<file path="src/rtl/fifo_pkg.sv">
// Shared definitions for the FIFO access arbiter: FSM state encoding,
// FIFO slave address map, status bit positions and the last-operation flag
// used to alternate push and pop.
package fifo_pkg;

   typedef enum logic [1:0] {
      IDLE      = 2'd0,
      WRITE     = 2'd1,
      READ      = 2'd2,
      READ_WAIT = 2'd3
   } state_e;

   typedef enum logic {
      OP_WRITE = 1'b0,
      OP_READ  = 1'b1
   } op_e;

   localparam logic [1:0] ADDR_PUSH = 2'd0;
   localparam logic [1:0] ADDR_POP  = 2'd1;

   localparam int STAT_FULL  = 1;
   localparam int STAT_EMPTY = 0;

endpackage

</file>
<file path="src/rtl/rr_arbiter.sv">
// Combinational round-robin picker.
// Ports:
//   req       - request vector, one bit per requester
//   rr_ptr    - index where the upward scan starts (wraps at NUM_REQ-1)
//   grant     - one-hot grant of the first asserted request found
//   grant_idx - binary index of that grant
//   any_grant - at least one request is asserted
module rr_arbiter #(
   parameter int NUM_REQ = 4,
   parameter int IDX_W   = 2
) (
   input  logic [NUM_REQ-1:0] req,
   input  logic [IDX_W-1:0]   rr_ptr,
   output logic [NUM_REQ-1:0] grant,
   output logic [IDX_W-1:0]   grant_idx,
   output logic               any_grant
);

   logic [IDX_W-1:0] sel;

   always_comb begin
      grant     = '0;
      grant_idx = '0;
      any_grant = 1'b0;
      sel       = '0;
      for (int k = 0; k < NUM_REQ; k++) begin
         sel = IDX_W'((int'(rr_ptr) + k) % NUM_REQ);
         if (!any_grant && req[sel]) begin
            any_grant  = 1'b1;
            grant[sel] = 1'b1;
            grant_idx  = sel;
         end
      end
   end

endmodule

</file>
<file path="src/rtl/fifo_access_arbiter.sv">
// Avalon-MM master sharing one FIFO slave port between NUM_REQ push
// requesters (round-robin) and a single pop consumer. Push and pop alternate
// when both are eligible; accesses are gated on FIFO full/empty.
// Ports:
//   clk, reset            - clock, synchronous active-low reset
//   req_valid/req_data    - push requests (level) and packed data
//   req_ack               - one-cycle one-hot acceptance pulse
//   pop_req               - pop request (level)
//   pop_valid/pop_data    - popped word strobe and held data
//   grant_id              - index of the last push winner
//   busy                  - FSM not in IDLE
//   avm_*                 - Avalon-MM master towards the FIFO
//   fifo_status           - {full, empty}
//
// state     | meaning
// ----------+-------------------------------------------------
// IDLE      | sample status/requests, pick next access
// WRITE     | push strobe to FIFO, ack the winning requester
// READ      | pop strobe to FIFO
// READ_WAIT | capture avm_readdata, pop_valid follows in IDLE
module fifo_access_arbiter
   import fifo_pkg::*;
#(
   parameter int WIDTH     = 8,
   parameter int NUM_REQ   = 4,
   parameter int REQ_IDX_W = 2
) (
   input  logic                     clk,
   input  logic                     reset,
   input  logic [NUM_REQ-1:0]       req_valid,
   input  logic [NUM_REQ*WIDTH-1:0] req_data,
   output logic [NUM_REQ-1:0]       req_ack,
   input  logic                     pop_req,
   output logic                     pop_valid,
   output logic [WIDTH-1:0]         pop_data,
   output logic [REQ_IDX_W-1:0]     grant_id,
   output logic                     busy,
   output logic [1:0]               avm_address,
   output logic                     avm_write,
   output logic                     avm_read,
   output logic [WIDTH-1:0]         avm_writedata,
   input  logic [WIDTH-1:0]         avm_readdata,
   input  logic [1:0]               fifo_status
);

   state_e                 state_q, state_d;
   op_e                    last_op_q, last_op_d;
   logic [REQ_IDX_W-1:0]   rr_ptr_q, rr_ptr_d;
   logic [REQ_IDX_W-1:0]   win_q, win_d;
   logic [WIDTH-1:0]       data_q, data_d;
   logic [1:0]             addr_q, addr_d;
   logic [WIDTH-1:0]       pop_data_q, pop_data_d;
   logic                   pop_valid_q, pop_valid_d;

   logic [NUM_REQ-1:0]     arb_grant;
   logic [REQ_IDX_W-1:0]   arb_idx;
   logic                   arb_any;
   logic [WIDTH-1:0]       arb_data;
   logic                   push_ok, pop_ok;

   rr_arbiter #(
      .NUM_REQ (NUM_REQ),
      .IDX_W   (REQ_IDX_W)
   ) u_rr_arbiter (
      .req       (req_valid),
      .rr_ptr    (rr_ptr_q),
      .grant     (arb_grant),
      .grant_idx (arb_idx),
      .any_grant (arb_any)
   );

   // AND-OR mux of the winner's data using the one-hot grant
   always_comb begin
      arb_data = '0;
      for (int i = 0; i < NUM_REQ; i++) begin
         if (arb_grant[i]) begin
            arb_data = arb_data | req_data[i*WIDTH +: WIDTH];
         end
      end
   end

   assign push_ok = arb_any && !fifo_status[STAT_FULL];
   assign pop_ok  = pop_req && !fifo_status[STAT_EMPTY];

   always_comb begin
      state_d     = state_q;
      last_op_d   = last_op_q;
      rr_ptr_d    = rr_ptr_q;
      win_d       = win_q;
      data_d      = data_q;
      addr_d      = addr_q;
      pop_data_d  = pop_data_q;
      pop_valid_d = 1'b0;
      avm_write   = 1'b0;
      avm_read    = 1'b0;
      req_ack     = '0;
      case (state_q)
         IDLE: begin
            // when both are eligible, take the opposite of the last access
            if (push_ok && (!pop_ok || last_op_q == OP_READ)) begin
               state_d = WRITE;
               win_d   = arb_idx;
               data_d  = arb_data;
               addr_d  = ADDR_PUSH;
            end else if (pop_ok) begin
               state_d = READ;
               addr_d  = ADDR_POP;
            end
         end
         WRITE: begin
            avm_write = 1'b1;
            req_ack   = NUM_REQ'(1) << win_q;
            rr_ptr_d  = (win_q == REQ_IDX_W'(NUM_REQ-1)) ? '0 : win_q + 1'b1;
            last_op_d = OP_WRITE;
            state_d   = IDLE;
         end
         READ: begin
            avm_read = 1'b1;
            state_d  = READ_WAIT;
         end
         READ_WAIT: begin
            pop_data_d  = avm_readdata;
            pop_valid_d = 1'b1;
            last_op_d   = OP_READ;
            state_d     = IDLE;
         end
         default: state_d = IDLE;
      endcase
   end

   always_ff @(posedge clk) begin
      if (!reset) begin
         state_q     <= IDLE;
         last_op_q   <= OP_WRITE;
         rr_ptr_q    <= '0;
         win_q       <= '0;
         data_q      <= '0;
         addr_q      <= '0;
         pop_data_q  <= '0;
         pop_valid_q <= 1'b0;
      end else begin
         state_q     <= state_d;
         last_op_q   <= last_op_d;
         rr_ptr_q    <= rr_ptr_d;
         win_q       <= win_d;
         data_q      <= data_d;
         addr_q      <= addr_d;
         pop_data_q  <= pop_data_d;
         pop_valid_q <= pop_valid_d;
      end
   end

   assign pop_valid     = pop_valid_q;
   assign pop_data      = pop_data_q;
   assign grant_id      = win_q;
   assign busy          = (state_q != IDLE);
   assign avm_address   = addr_q;
   assign avm_writedata = data_q;

endmodule

</file>
<file path="config.mk">
export PLATFORM = sky130hd
export DESIGN_NAME = fifo_access_arbiter
export DESIGN_NICKNAME = d
export VERILOG_FILES = /design/src/rtl/fifo_pkg.sv /design/src/rtl/rr_arbiter.sv /design/src/rtl/fifo_access_arbiter.sv
export SDC_FILE = /design/constraint.sdc
export NUM_CORES = 1
export LEC_CHECK = 0
export CORE_UTILIZATION = 41
export CTS_CLUSTER_DIAMETER = 200
export DETAILED_ROUTE_END_ITERATION = 10
export PLACE_DENSITY = 0.76
export SYNTH_ARGS = -nofsm -noshare
export SYNTH_HDL_FRONTEND = slang
export SYNTH_SLANG_ARGS = --single-unit
</file>
<file path="constraint.sdc">
create_clock -name clk -period 4.9 [get_ports clk]
set_input_delay 0.49 -clock clk [delete_from_list [all_inputs] [get_ports clk]]
set_output_delay 0.49 -clock clk [all_outputs]
set_load 0.01 [all_outputs]
</file>
# == After elaboration in Yosys (flattened, before gate mapping) ==
# Cells that the tools add are included.
# classes
reduce_logical,24
n_shift,1
add_sub_neg,4
n_lt_le_gt_ge,8
n_mux,43
n_eq_ne,5
n_bitwise,6
# op_table
operator,count
8-bit two-way mux,4
8-bit OR,3
4-bit two-way mux,5
2-bit two-way mux,9
1-bit two-way mux,15
2-bit by 3-bit less-than comparator with 1-bit output (second input constant),4
4-bit OR,3
1-bit logical AND,10
1-bit binary-select mux with 2-bit select,4
1-bit demux with 2-bit select,4
2-bit by 1-bit greater-or-equal comparator with 1-bit output (second input constant),4
2-bit equality test (second input constant),3
1-bit zero test,6
2-bit one-hot mux with 3 select lines,1
2-bit nonzero test,3
2-bit by 1-bit adder with 2-bit output (second input constant),2
2-bit adder (second input constant),2
2-bit AND reduction,2
1-bit by 2-bit left shift with 4-bit output (first input constant),1
3-bit inequality test (second input constant),1
2-bit by 1-bit equality test with 1-bit output (second input constant),1
2-bit zero test,1
1-bit one-hot mux with 2 select lines,1
2-bit OR reduction,1
1-bit logical OR,1
# word_totals
ff_bits,26
wordCells,99
out_inout_bits,28

# == Longest topological paths before layout ==
# logic_depth
word_depth,19
ltp_mapped,13
mapped_depth_nobuf,8

# == Hierarchy ==
# A second synthesis with hierarchy kept.
# unflattened
hier_cells,184
area_unflattened_um2,1664.1
# by_module_without_submodules
module,n_inst,area_per_inst_um2,cells_each,seq_area_each_um2
fifo_access_arbiter,1,1244.9,139,500.5
rr_arbiter,1,419.2,45,0.0

# == Least setup slack after synthesis ==
# Ideal clock, no wire load.
# synth_timing
kind,reg-to-reg
from,register rr_ptr_q[0]
to,register data_q[0] (netlist: avm_writedata[0])
arrival_time_ns,2.894
t_required_ns,4.763
period_less_slack_ns,3.031
path_stages_with_launch,12
path_slack_ns,1.869
path_buffers,4
path_cell_list,dfxtp_1 -> buf_6 -> clkbuf_1 -> inv_1 -> ha_1 -> buf_6 -> mux4_2 -> buf_6 -> a221oi_4 -> o21ai_2 -> a222oi_1 -> a31oi_1
# synth_between
elab_chain_len,19
word_cells_on_any_way,58
cone_classes,add/sub: 3; order compare: 8; mux: 28; bitwise: 6; reduce/logical: 13
# synth_lines
item,line_no,source
"start, declared",fifo_access_arbiter.sv:48,"logic [REQ_IDX_W-1:0] rr_ptr_q, rr_ptr_d;"
"start signal, assigned",fifo_access_arbiter.sv:144,rr_ptr_q <= rr_ptr_d;
branches (longest 19 deep; another with 2-bit by 3-bit less-than comparator with 1-bit output),-,
"end signal, assigned",fifo_access_arbiter.sv:146,data_q <= data_d;
"end, declared",fifo_access_arbiter.sv:50,"logic [WIDTH-1:0] data_q, data_d;"
# Parallel ways; which one is timed is not known. The select of a mux whose other input is x is not followed.
# A chain may end at the register's enable or synchronous reset.

# == Final worst setup path ==
# layout_timing
from,register rr_ptr_q[0]
to,register data_q[7] (netlist: avm_writedata[7])
# Same word-level chain as after synthesis.

==> summary.md <==
| Metric | Value |
|---|---|
| Yosys reg bits | `25` |
| Via count | `1724` |
| M2 GR Usage | `34.9%` |
| Synth area leader | `dfxtp_1` |
| Post-synth ARST share | `0%` |
| Setup crit start kind | `flip-flop` |
| Worst slew margin | `47.4%` |
| DRC errors left | `0` |
| CTS tree | `done` |
| Via density per instance | `5.46` |
| Leading post-synthesis cells by cell area | `dfxtp_1, ha_1, nand2_1, mux4_2, a222oi_1` |
| GRT Util Overall | `19.7%` |
| Max H-tree Level | `1` |
| Worst-Skew Late Latency | `0.26 ns` |
| Initial antenna violation count | `0` |
| DP HPWL | `3290 um` |
| RD Place Congestion | `0.834` |
| Post-synth top flop | `dfxtp_1` |
| Drt wl/cell | `13.9 um` |
| Crit Path Max Fanout | `21` |
| Yosys cell types | `40` |
| Tot Pwr | `581 uW` |
| Post-CTS sizing | `0` |
| Final setup viols | `0` |
| MaxCap Viol Count | `0` |
| Die W | `67.3 um` |
| Max Fclk | `276 MHz` |
| Power Dens Cells | `230 nW/um2` |
| Worst-Margin Slew | `0.787 ns` |
| Clock Skews | `0.00123 ns` |
| Site Rows | `23` |
| Outcome | `complete, no violations` |
| Die Y | `67.3 um` |
| Final WL | `4380 um` |
| M1 GR Usage | `25.7%` |
| Largest net degree at the start of global routing | `27` |
| Tmin final | `3.62 ns` |
| DRT iter0 DRCs | `167` |
| Crit. End Element | `flip-flop` |
| RSZ-0062 raised after global routing | `false` |
| Setup TNS | `0 ns` |
| Hold_buf cts | `0` |
| Top Ports | `77` |
| Setup Fix Bufs, Post-CTS | `0` |
| Clock-pin slew on the worst setup and hold paths | `0.08 ns` |
| Router iterations before antenna repair | `6` |
| Peak supply drop | `135 uV` |
| Post-synthesis sequential area ratio | `28.6%` |
| Global-route wire length before repair | `6930 um` |
| CP Class | `reg2reg` |
| Die area | `4530 um2` |
| Setup ws final | `1.28 ns` |
| WHS | `0.468 ns` |
| Final period utilization | `73.8%` |
| DP Area | `2480 um2` |
| Layout cells sized above 1 | `7.52%` |
| Syn nets | `262` |
| Core area | `4060 um2` |
| Most frequent cell after synthesis | `nand2_1` |
| Synth warnings | `0` |
| Starting Density | `43.1%` |
| IO buf count | `75` |
| GRT overflow | `0` |
| Root Driver | `clkbuf_8` |
| Synth Instances | `201` |
| Clk buf depth | `2` |
| Dpl ws | `1.33 ns` |
| Min-Delay Path Class | `reg2reg` |
| Lkg Pwr | `0.910 nW` |
| Post-layout nets | `328` |
| Mapped cell area | `1750 um2` |
| Final-report hold violation count | `0` |
| GRT busiest layer | `met2` |
| ANT nets after route | `0` |
| TritonCTS buffer count | `3` |
| Post-synth EDFFs | `0` |
| Met3 Track Usage GR | `2.53%` |
| Avg Cell Area, Syn | `8.71 um2` |
| Final Instance Area | `2520 um2` |
| Vias in the first global route | `1525` |
| Synth top cells by count | `nand2_1, dfxtp_1, ha_1, o21ai_0, nor2_1` |
| Critical path arrival | `3.74 ns` |
| Pins Over Slew Limit | `0` |
| Clock tree sinks | `25` |
| Area share of the largest cell type after synthesis | `28.6%` |
| WP data required | `5.02 ns` |
| Diode count | `0` |
| Layout area overhead | `44.2%` |
==> report_power, final <==
part           internal [mW]  switching [mW]
sequential             0.217          0.0163
combinational          0.122           0.106
clock                 0.0581          0.0616
==> stage by stage <==
step,utilization (%),cells
after global routing,62.2,316
after CTS,62.2,316
after detailed placement,61.1,312
after floorplan,-,201
final,62.2,316
after global placement,61.1,312
==> logic make-up after synthesis <==
group	share of synthesized area (%)
and+or+nand+nor	21.9
AOI/OAI and AO/OA	26.1
DFF	28.6
buffers and inverters	5.86
adders and majority gates	8.58
muxes	8.79
other	0.214
==> worst max-delay path, stage by stage (launching register included) <==
cell,delay (ns)
dfxtp_1,0.82
inv_1,0.31
ha_1,0.53
mux4_2,0.71
nor3_2,0.26
nand2b_1,0.12
and3b_1,0.39
o21ai_0,0.27
a31oi_1,0.06
==> final timing paths <==
kind,to,slack [ns],from,cells past startpoint
max,avm_writedata[7],1.28,rr_ptr_q[0],8
min,pop_data[2],0.47,pop_data[2],2
max reg2reg,avm_writedata[7],1.28,rr_ptr_q[0],8
min reg2reg,pop_data[2],0.47,pop_data[2],2
==> routing by layer <==
| metal | share of wire (%) | wire, um |
|---|---|---|
| met5 | 0 | 0 |
| met4 | 0.62 | 27 |
| met3 | 4.6 | 200 |
| met2 | 52 | 2260 |
| met1 | 43 | 1890 |
==> final cells by class <==
| class | count | area (um2) |
|---|---|---|
| Sequential cell | 25 | 500 |
| Tap cell | 50 | 62.6 |
| Timing Repair Buffer | 75 | 751 |
| Fill cell | 357 | 1530 |
| Clock buffer | 4 | 45.0 |
| Multi-Input combinational cell | 157 | 1150 |
| Inverter | 5 | 18.8 |
==> state kept, by name (all words and copies together) (netlist names) <==
name / flops
last_op_q: 1
avm_writedata: 8
grant_id: 2
pop_valid: 1
rr_ptr_q: 2
pop_data: 8
avm_address: 1
state_q: 2
==> cell usage in the layout, fill, tap and decap left out, drive strengths merged, types with 2 or more instances in the layout <==
cell type / instances
nor2: 11
dfxtp: 25
nor3: 2
clkbuf: 4
a21boi: 9
mux2i: 3
clkdlybuf4s50: 75
mux2: 3
a222oi: 8
and2: 5
a221oi: 6
a31oi: 8
nand2: 34
mux4: 4
ha: 12
inv: 5
nor3b: 2
a31o: 2
o22ai: 3
o21ai: 16
a21oi: 5
nor2b: 9
nand2b: 5
No activity file was read; power rests on OpenSTA's default activity.
